## src/rtl/seq_101_rr_scheduler.sv

```systemverilog
// Round-robin scheduler that shares one external Moore "101" detector between two word requesters.
// Each granted word is shifted MSB-first into the detector, and its z pulses are counted into a result.
module seq_101_rr_scheduler #(
  parameter int unsigned WIDTH = 8,
  parameter int unsigned CNT_W = 4
) (
  input  logic             Clk,
  input  logic             Reset,
  input  logic [1:0]       req_valid,
  input  logic [WIDTH-1:0] req_data0,
  input  logic [WIDTH-1:0] req_data1,
  output logic [1:0]       req_ready,
  output logic             w_out,
  output logic             det_rst_n,
  input  logic             z_in,
  output logic             res_valid,
  output logic             res_chan,
  output logic [CNT_W-1:0] res_count,
  input  logic             res_ready
);

  localparam int unsigned IDX_W = (WIDTH > 1) ? $clog2(WIDTH) : 1;

  typedef enum logic [1:0] {
    IDLE   = 2'd0,
    SHIFT  = 2'd1,
    DRAIN  = 2'd2,
    RESULT = 2'd3
  } state_t;

  state_t           state;
  logic             rr_last;
  logic [WIDTH-1:0] sreg;
  logic [IDX_W-1:0] idx;
  logic [CNT_W-1:0] count;
  logic [CNT_W-1:0] count_inc;
  logic             xfer;
  logic             gnt_chan;
  logic [WIDTH-1:0] gnt_data;

  // Grant prefers the channel that did not win last; only offered while idle.
  always_comb begin
    req_ready = 2'b00;
    if (state == IDLE) begin
      if (rr_last) begin
        if (req_valid[0])      req_ready = 2'b01;
        else if (req_valid[1]) req_ready = 2'b10;
      end else begin
        if (req_valid[1])      req_ready = 2'b10;
        else if (req_valid[0]) req_ready = 2'b01;
      end
    end
  end

  assign xfer     = |(req_ready & req_valid);
  assign gnt_chan = req_ready[1];
  assign gnt_data = gnt_chan ? req_data1 : req_data0;

  // Saturating add of the detector output.
  assign count_inc = (z_in && (count != {CNT_W{1'b1}})) ? count + CNT_W'(1) : count;

  always_ff @(posedge Clk or negedge Reset) begin
    if (!Reset) begin
      state     <= IDLE;
      rr_last   <= 1'b1;
      sreg      <= '0;
      idx       <= '0;
      count     <= '0;
      w_out     <= 1'b0;
      det_rst_n <= 1'b0;
      res_valid <= 1'b0;
      res_chan  <= 1'b0;
      res_count <= '0;
    end else begin
      case (state)
        IDLE: begin
          if (xfer) begin
            sreg      <= gnt_data;
            w_out     <= gnt_data[WIDTH-1];
            det_rst_n <= 1'b1;
            rr_last   <= gnt_chan;
            count     <= '0;
            idx       <= '0;
            state     <= SHIFT;
          end
        end
        SHIFT: begin
          // z during bit 0 still reflects the freshly released detector, so it is skipped.
          if (idx != '0) count <= count_inc;
          if (idx == IDX_W'(WIDTH - 1)) begin
            w_out <= 1'b0;
            state <= DRAIN;
          end else begin
            w_out <= sreg[WIDTH-2];
            sreg  <= {sreg[WIDTH-2:0], 1'b0};
            idx   <= idx + IDX_W'(1);
          end
        end
        DRAIN: begin
          res_count <= count_inc;
          res_chan  <= rr_last;
          res_valid <= 1'b1;
          det_rst_n <= 1'b0;
          w_out     <= 1'b0;
          state     <= RESULT;
        end
        RESULT: begin
          if (res_ready) begin
            res_valid <= 1'b0;
            state     <= IDLE;
          end
        end
        default: state <= IDLE;
      endcase
    end
  end

endmodule

```

## config.mk

```make
export PLATFORM = sky130hd
export DESIGN_NAME = seq_101_rr_scheduler
export DESIGN_NICKNAME = d
export VERILOG_FILES = /design/src/rtl/seq_101_rr_scheduler.sv
export SDC_FILE = /design/constraint.sdc
export NUM_CORES = 1
export LEC_CHECK = 0
export ABC_CLOCK_PERIOD_IN_PS = 3520
export CORE_AREA = 5 5 60 62
export DETAILED_ROUTE_END_ITERATION = 16
export DIE_AREA = 0 0 65 67
export PLACE_DENSITY = 0.76
export SLEW_MARGIN = 30
export SYNTH_ARGS = -nofsm -noshare
export SYNTH_HDL_FRONTEND = slang
export SYNTH_SLANG_ARGS = --single-unit
```

## constraint.sdc

```tcl
create_clock -name Clk -period 3.52 [get_ports Clk]
set_input_delay 0.704 -clock Clk [delete_from_list [all_inputs] [get_ports Clk]]
set_output_delay 0.704 -clock Clk [all_outputs]
set_load 0.03 [all_outputs]
```

======== Word-level counts from Yosys, hierarchy flattened ========
Cells that the tools add are included.
word-level totals
  bits of input ports ..................... 22
  logic and storage cells ................. 66
  bits in registers ....................... 25
  output and inout port bits .............. 10
operators by class
  add/subtract/negate cells ............... 2
  bitwise gates (word level) .............. 1
  equal/unequal tests ..................... 10
  multiplexer cells ....................... 28
  reductions and logical operators ........ 15
operators by type and width
  kind                   count
  $mux W2                8
  $mux W7                2
  $pmux W7 S2            1
  $mux W4                3
  $ne A2 B2 Y1 const B   5
  $reduce_and A3 Y1      3
  $mux W8                1
  $pmux W2 S4            1
  $pmux W4 S2            1
  $reduce_and A2 Y1      4
  $mux W3                2
  $pmux W3 S2            1
  $reduce_bool A2 Y1     3
  $reduce_bool A3 Y1     2
  $mux W1                5
  $add A4 B1 Y4 const B  1
  $eq A2 B2 Y1 const B   2
  $ne A4 B4 Y1 const B   1
  $pmux W1 S2            2
  $add A3 B1 Y3 const B  1
  $eq A3 B3 Y1 const B   1
  $pmux W1 S3            1
  $and A2 B2 Y2          1
  $eq A2 B1 Y1 const B   1
  other kinds (3)        3

======== Logic depth before layout (Yosys ltp) ========
Gate-level depths: netlist of the first run.
  depth after elaboration ................. 8
  depth in mapped cells ................... 7
  depth with buffers taken out ............ 6

======== Worst setup path before layout of the first run ========
No wires, ideal clock.
  path type ............................... reg2out
  start ................................... register state[0]
  end ..................................... output port req_ready[0]
  path buffers ............................ 0
  data arrival time ....................... 1.300 ns
  data required time ...................... 2.816 ns
  stages on the path, launching flop included .. 5
  path slack .............................. 1.516 ns
  path through ............................ dfrtp_1 inv_1 ha_1 nand2_1 a21oi_1
on the way
  word-level cells in the longest chain between the ends .. 2
RTL lines
  item                    RTL line  RTL
  from (decl)             31        state_t state;
  from (signal assigned)  64        state <= IDLE;
  from (signal assigned)  84        state <= SHIFT;
  from (signal assigned)  92        state <= DRAIN;
  $logic_not A2 Y1        44        if (state == IDLE) begin
  $mux W2                 44
  to (decl)               12        output logic [1:0] req_ready,
No other way between the ends.

======== Worst setup path after layout of the first run ========
  start ................................... input port req_valid[0]
  end ..................................... output port req_ready[0]
on the way
  word-level cells in the longest chain between the ends .. 4
  elaborated cells between the ends (all ways) .. 5
  those cells by class .................... mux (5)
RTL lines
  item         RTL line  RTL
  from (decl)  9         input logic [1:0] req_valid,
  $mux W1      50        else if (req_valid[0]) req_ready = 2'b01;
  $mux W2      49        if (req_valid[1]) req_ready = 2'b10;
  $mux W2 *    45        if (rr_last) begin
  $mux W2 *    44
Mark *: on every way between the ends. The rest lies on a longest branch, timed or not.

==> results of run 1 <==
## power groups by stage
stage                     Sequential, uW  Combinational (uW)  Clock, uW
after global placement               473                 711          0
final                                479                 729        128
after detailed placement             486                 731          0
after global routing                 495                 810        147
after CTS                            479                 736        129
after floorplan                      536                 455          0
## kinds of logic (layout without fill, tap and decap cells)
logic type	after synthesis	in the layout
simple gates	45	45
flops	25	25
compound gates	31	31
mux	16	16
fa+ha+maj	9	9
buf+inv	13	47
xor+xnor	1	1
## layer usage
layer  part of all wire [%]  wire length (um)
met1                     45              1310
met2                     46              1340
met3                    6.7               193
met4                    1.8                52
met5                      0                 0
## metrics by stage
stage | setup slack [ns] | total power (uW)
after floorplan | 1.52 | 991
after detailed placement | 0.637 | 1220
final | 0.629 | 1340
after global placement | 0.660 | 1180
after global routing | 0.538 | 1450
after CTS | 0.628 | 1340
## flip-flops by register name (all words and copies together) (netlist names)
name and count:
sreg 7, count 4, res_count 4, idx 3, state 2, det_rst_n 1, res_chan 1, res_valid 1
rr_last 1, w_out 1
## cells in the mapped netlist (2+ instances only)
library cell | n | area (um^2)
a22o_1 | 2 | 17.5
o211ai_1 | 6 | 45.0
ha_1 | 9 | 113
o41ai_1 | 2 | 17.5
inv_1 | 10 | 37.5
a21oi_1 | 4 | 20.0
o21ai_0 | 10 | 50.1
o31ai_1 | 2 | 15.0
nor3_1 | 2 | 10.0
nand2_1 | 17 | 63.8
mux2i_1 | 12 | 120
mux2_2 | 4 | 45.0
nor2b_1 | 2 | 12.5
dfrtp_1 | 24 | 601
nand3_1 | 9 | 45.0
o21a_1 | 2 | 15.0
nor2_1 | 7 | 26.3
## layout make-up
class | count | share of cell area [%]
Clock buffer | 4 | 1.48
Inverter | 10 | 2.11
Multi-Input combinational cell | 102 | 40.9
Sequential cell | 25 | 35.2
Tap cell | 33 | 2.32
Timing Repair Buffer | 33 | 18.0
## worst paths after layout
path	start	end	slack (ns)	cells after the start
max in group asynchronous	Reset	rr_last	2.65	2
worst max register to register	state[1]	idx[0]	1.58	5
min in group Clk	res_count[2]	res_count[2]	0.52	1
worst max-delay path	req_valid[0]	req_ready[0]	0.63	4
worst min register to register	res_count[2]	res_count[2]	0.52	1
worst min-delay path	Reset	count[2]	0.35	1
==> results.sh, run 1 <==
export IMPL_crit_type="in -> out"
export IMPL_yosys_area_share_xor_xnor_pct=0.620
export IMPL_seq_area_frac_synth_pct=44.4
export IMPL_row_count=20
export IMPL_num_io_pins=32
export IMPL_comb_power_share_pct=54.5
export IMPL_final_setup_tns_ns=0
export IMPL_setup_viol=0
export IMPL_grt_use_total_pct=15.4
export IMPL_status="finished clean"
export IMPL_path_clk_slew_ns=0.14
export IMPL_final_cell_count_no_fill=207
export IMPL_maxSlewHeadroom_pct=63.9
export IMPL_die_w_um=65
export IMPL_synth_area_mux_share_pct=11.7
export IMPL_cts_buffer_depth=2
export IMPL_use_met3_pct=4.22
export IMPL_worst_hold_path_type="in -> async"
export IMPL_numCtsBuffers=3
export IMPL_num_nets_final=206
export IMPL_critPathCaptureType="output pin"
export IMPL_layout_commonest_cell="clkdlybuf4s50_1"
export IMPL_use_met2_pct=25.2
export IMPL_synth_simple_area_share_pct=17.0
export IMPL_rsz0062_at_grt="no"
export IMPL_wl_per_cell_um=14.0
export IMPL_place_inst=203
export IMPL_synth_seq_cells=25
export IMPL_synthesis_nets=171
export IMPL_hold_viol_final=0
export IMPL_synth_fa_ha_area_share_pct=7.97
export IMPL_dieArea_um2=4360
export IMPL_use_met1_pct=18.8
export IMPL_avgViaCountPerCell=5.47
export IMPL_htreeDepth=1
export IMPL_gp_congestion=0.797
export IMPL_cts_tree="yes"
export IMPL_cp_common_cell="clkdlybuf4s50_1"
export IMPL_initial_core_util_pct=47.4
export IMPL_numPortBuffers=31
export IMPL_final_cell_mix="clkdlybuf4s50_1, dfrtp_1, nand2_1"
export IMPL_crit_buf_inv=2
export IMPL_cap_violations=0
export IMPL_synthArstFlopShare_pct=100
export IMPL_cp_arrival_ns=2.19
export IMPL_ys_warnings_count=0
export IMPL_synthesis_area_um2=1410
export IMPL_crit_slowest_cell="clkdlybuf4s50_1"
export IMPL_postLayoutCellArea_um2=1780
export IMPL_post_cts_setup_buffer_count=0
export IMPL_peakVddDrop_mv=0.251
export IMPL_switching_share_pct=43.3
export IMPL_root_buffer="clkbuf_4"
export IMPL_antenna_cells=0
export IMPL_drtAntennaViolNets=0
export IMPL_startpoint_type="input pin"
export IMPL_place_area_um2=1750
export IMPL_critPathTopFamily="buffers and inverters"
export IMPL_dp_hpwl_um=2270
export IMPL_grt_ovfl_total=0
export IMPL_p_leak_uw=0.000831
export IMPL_synth_edff_count=0
export IMPL_seqPwrFrac_pct=35.8
export IMPL_via_count=1133
export IMPL_multi_input_area_um2=728
export IMPL_switchingPower_uw=578
export IMPL_power_density_nw_per_um2=750
export IMPL_synth_compound_area_share_pct=14.3
export IMPL_clkPwrFrac_pct=9.6
export IMPL_cpPeakStageDelay_ns=0.68
export IMPL_post_cts_resized=0
export IMPL_ys_types=33
export IMPL_synth_top_family_by_area="simple AND/OR/NAND/NOR gates"
export IMPL_synth_flop_cell="dfrtp_1"
export IMPL_seq_area_um2=627
export IMPL_worst_endpoint_required_ns=2.82
export IMPL_fin_crit_sh_pct=82.1
export IMPL_grt_pass1_wl_um=5130
export IMPL_cts_hold_buffers=0
export IMPL_internal_power_uw=757
export IMPL_synth_cells=140
export IMPL_area_growth_pct=26.0
export IMPL_fin_util_pct=59.8
export IMPL_min_period_ns=2.89
export IMPL_drc_errors=0
export IMPL_synth_avg_cell_area_um2=10.1
export IMPL_worst_pin_slew_ns=0.541
export IMPL_crit_chain="clkdlybuf4s50_1, nand2_1, a21oi_1, clkdlybuf4s50_1"
export IMPL_drv_slew=0
export IMPL_core_region_area_um2=2980
export IMPL_fin_skew_ns=0.00482
export IMPL_antenna_found_initial=0
export IMPL_top_usage_layer="met2"
export IMPL_grt_pass1_vias=1171
export IMPL_clock_latency_ns=0.31
export IMPL_wirelength_um=2890
export IMPL_cts_sink_count=25
export IMPL_dr_pass1_iters=4
export IMPL_whs_ns=0.351
export IMPL_critPathMaxFanout=6
export IMPL_num_fill_cells=272
export IMPL_grt_max_degree=26
export IMPL_die_h_um=67
export IMPL_maxClockFrequency_ghz=0.346
export IMPL_drive_above_1_share_pct=9.77
export IMPL_drt_initial_drc_count=28
No activity file was read; power rests on OpenSTA's default activity.
==> run 2, diff against run 1 <==
--- a/config.mk
+++ b/config.mk
@@ -5,11 +5,11 @@
 export SDC_FILE = /design/constraint.sdc
 export NUM_CORES = 1
 export LEC_CHECK = 0
-export ABC_CLOCK_PERIOD_IN_PS = 3520
-export CORE_AREA = 5 5 60 62
+export ABC_CLOCK_PERIOD_IN_PS = 2600
+export CORE_AREA = 5 5 63 65
 export DETAILED_ROUTE_END_ITERATION = 16
-export DIE_AREA = 0 0 65 67
-export PLACE_DENSITY = 0.76
+export DIE_AREA = 0 0 68 70
+export PLACE_DENSITY = 0.72
 export SLEW_MARGIN = 30
 export SYNTH_ARGS = -nofsm -noshare
 export SYNTH_HDL_FRONTEND = slang
==> constraint.sdc (replaced) <==
create_clock -name Clk -period 2.6 [get_ports Clk]
set_input_delay 0.52 -clock Clk [delete_from_list [all_inputs] [get_ports Clk]]
set_output_delay 0.52 -clock Clk [all_outputs]
set_load 0.03 [all_outputs]
==> run 2 against run 1 <==
  * Clock power rose by 39%
  * Via count grew 2.6%
  * Hold slack better by 0.17 ns
  * Global-route usage decreased by 1.7 points
  * Clock skew about the same
  * Critical path type is now reg -> out
  * Design area is 1.8% higher
  * Sequential cell count unchanged
  * Die area increased by 9.3%
  * Critical path depth increased by 1
  * Critical endpoint unchanged
  * Clock-buffer cell count is the same
  * Sequential share of layout area fell by 0.63 points
==> results.sh, run 2 (synthesized netlist as in run 1, its figures left out) <==
export IMPL_startpoint_type="flip-flop"
export IMPL_regMostFlops="sreg"
export IMPL_num_nets_final=208
export IMPL_crit_type="reg -> out"
export IMPL_fin_crit_sh_pct=91.5
export IMPL_num_fill_cells=296
export IMPL_root_buffer="clkbuf_4"
export IMPL_num_io_pins=32
export IMPL_drive_above_1_share_pct=10.8
export IMPL_clock_latency_ns=0.32
export IMPL_seq_area_um2=627
export IMPL_cts_sink_count=25
export IMPL_p_leak_uw=0.000846
export IMPL_grt_pass1_wl_um=5210
export IMPL_maxSlewHeadroom_pct=63.5
export IMPL_worst_pin_slew_ns=0.546
export IMPL_core_region_area_um2=3280
export IMPL_worst_endpoint_required_ns=2.08
export IMPL_maxClockFrequency_ghz=0.420
export IMPL_clkPwrFrac_pct=9.8
export IMPL_min_period_ns=2.38
export IMPL_rsz0062_at_grt="no"
export IMPL_fin_skew_ns=0.00511
export IMPL_largestRegisters="sreg x7, count x4, res_count x4"
export IMPL_area_growth_pct=28.3
export IMPL_hold_viol_final=0
export IMPL_power_density_nw_per_um2=1000
export IMPL_dp_hpwl_um=2390
export IMPL_path_clk_slew_ns=0.14
export IMPL_drtAntennaViolNets=0
export IMPL_wl_per_cell_um=13.8
export IMPL_grt_ovfl_total=0
export IMPL_grt_max_degree=15
export IMPL_multi_input_area_um2=728
export IMPL_largest_reg_flops=7
export IMPL_seqPwrFrac_pct=35.3
export IMPL_final_cell_mix="clkdlybuf4s50_1, dfrtp_1, nand2_1"
export IMPL_die_w_um=68
export IMPL_drc_errors=0
export IMPL_drt_initial_drc_count=59
export IMPL_numPortBuffers=31
export IMPL_cp_arrival_ns=1.86
export IMPL_post_cts_resized=1
export IMPL_htreeDepth=1
export IMPL_numCtsBuffers=3
export IMPL_avgViaCountPerCell=5.23
export IMPL_postLayoutCellArea_um2=1810
export IMPL_final_cell_count_no_fill=222
export IMPL_cts_hold_buffers=0
export IMPL_dieArea_um2=4760
export IMPL_final_setup_tns_ns=0
export IMPL_peakVddDrop_mv=0.333
export IMPL_critPathCaptureType="output pin"
export IMPL_status="finished clean"
export IMPL_grt_pass1_vias=1215
export IMPL_internal_power_uw=1020
export IMPL_cts_buffer_depth=2
export IMPL_cts_tree="yes"
export IMPL_comb_power_share_pct=54.9
export IMPL_place_inst=218
export IMPL_via_count=1162
export IMPL_grt_use_total_pct=13.8
export IMPL_die_h_um=70
export IMPL_wirelength_um=3060
export IMPL_switchingPower_uw=798
export IMPL_gp_congestion=0.790
export IMPL_setup_viol=0
export IMPL_row_count=21
export IMPL_layout_commonest_cell="clkdlybuf4s50_1"
export IMPL_antenna_found_initial=0
export IMPL_initial_core_util_pct=43.0
export IMPL_critPathMaxFanout=8
export IMPL_drv_slew=0
export IMPL_switching_share_pct=43.8
export IMPL_post_cts_setup_buffer_count=0
export IMPL_worst_hold_path_type="reg -> reg"
export IMPL_cap_violations=0
export IMPL_place_area_um2=1790
export IMPL_dr_pass1_iters=4
export IMPL_antenna_cells=0
[run 2: cell types whose count changed in the layout (fill, tap and decap cells not counted)]
cell / change
buf_2: -1
buf_4: +3
clkdlybuf4s50_1: -1
dlygate4sd2_1: +1
[run 2: power groups by stage]
stage | Sequential, uW | Combinational, uW | Clock (uW)
2_1_floorplan | 726 | 616 | 0
3_3_place_gp | 640 | 967 | 0
3_5_place_dp | 651 | 1010 | 0
4_1_cts | 641 | 1010 | 182
5_1_grt | 657 | 1120 | 200
6_report | 643 | 1000 | 178
[run 2: worst max-delay path: stages (launching register included)]
cell and delay (ns):
dfrtp_1 0.43, inv_1 0.13, ha_1 0.33, nand2_1 0.10, a21oi_1 0.13, dlygate4sd2_1 0.41
[run 2: per-stage QoR]
step,setup slack [ns],utilization (%),total power [uW],hold slack [ns]
floorplan,0.780,-,1340,0.224
global placement,0.250,54.4,1610,0.480
detailed placement,0.195,54.4,1660,0.487
CTS,0.225,55.2,1840,0.518
global route,0.104,55.2,1970,0.554
finish,0.220,55.2,1820,0.517
[run 2: per-layer routing]
layer / global-route usage, % / vias to the layer above / share of wire [%]
met4: 5.30 / 0 / 1.6
met2: 24.4 / 18 / 52
met3: 1.92 / 6 / 4.4
met5: 0 / - / 0
met1: 16.2 / 571 / 42
li1: - / 567 / -
[run 2: final timing paths]
| path | start | to | slack [ns] | cells after the start |
|---|---|---|---|---|
| min in group asynchronous | Reset | res_valid | 0.53 | 1 |
| max in group asynchronous | Reset | idx[2] | 1.47 | 2 |
| max reg2reg | state[1] | idx[0] | 0.62 | 5 |
| min | sreg[3] | sreg[3] | 0.52 | 2 |
| min reg2reg | sreg[3] | sreg[3] | 0.52 | 2 |
| max | state[0] | req_ready[0] | 0.22 | 5 |
[run 2: final cells by class]
cell class / instances / area share [%]
Timing Repair Buffer: 35 / 18.6
Multi-Input combinational cell: 102 / 40.2
Inverter: 10 / 2.07
Tap cell: 46 / 3.17
Sequential cell: 25 / 34.6
Clock buffer: 4 / 1.45
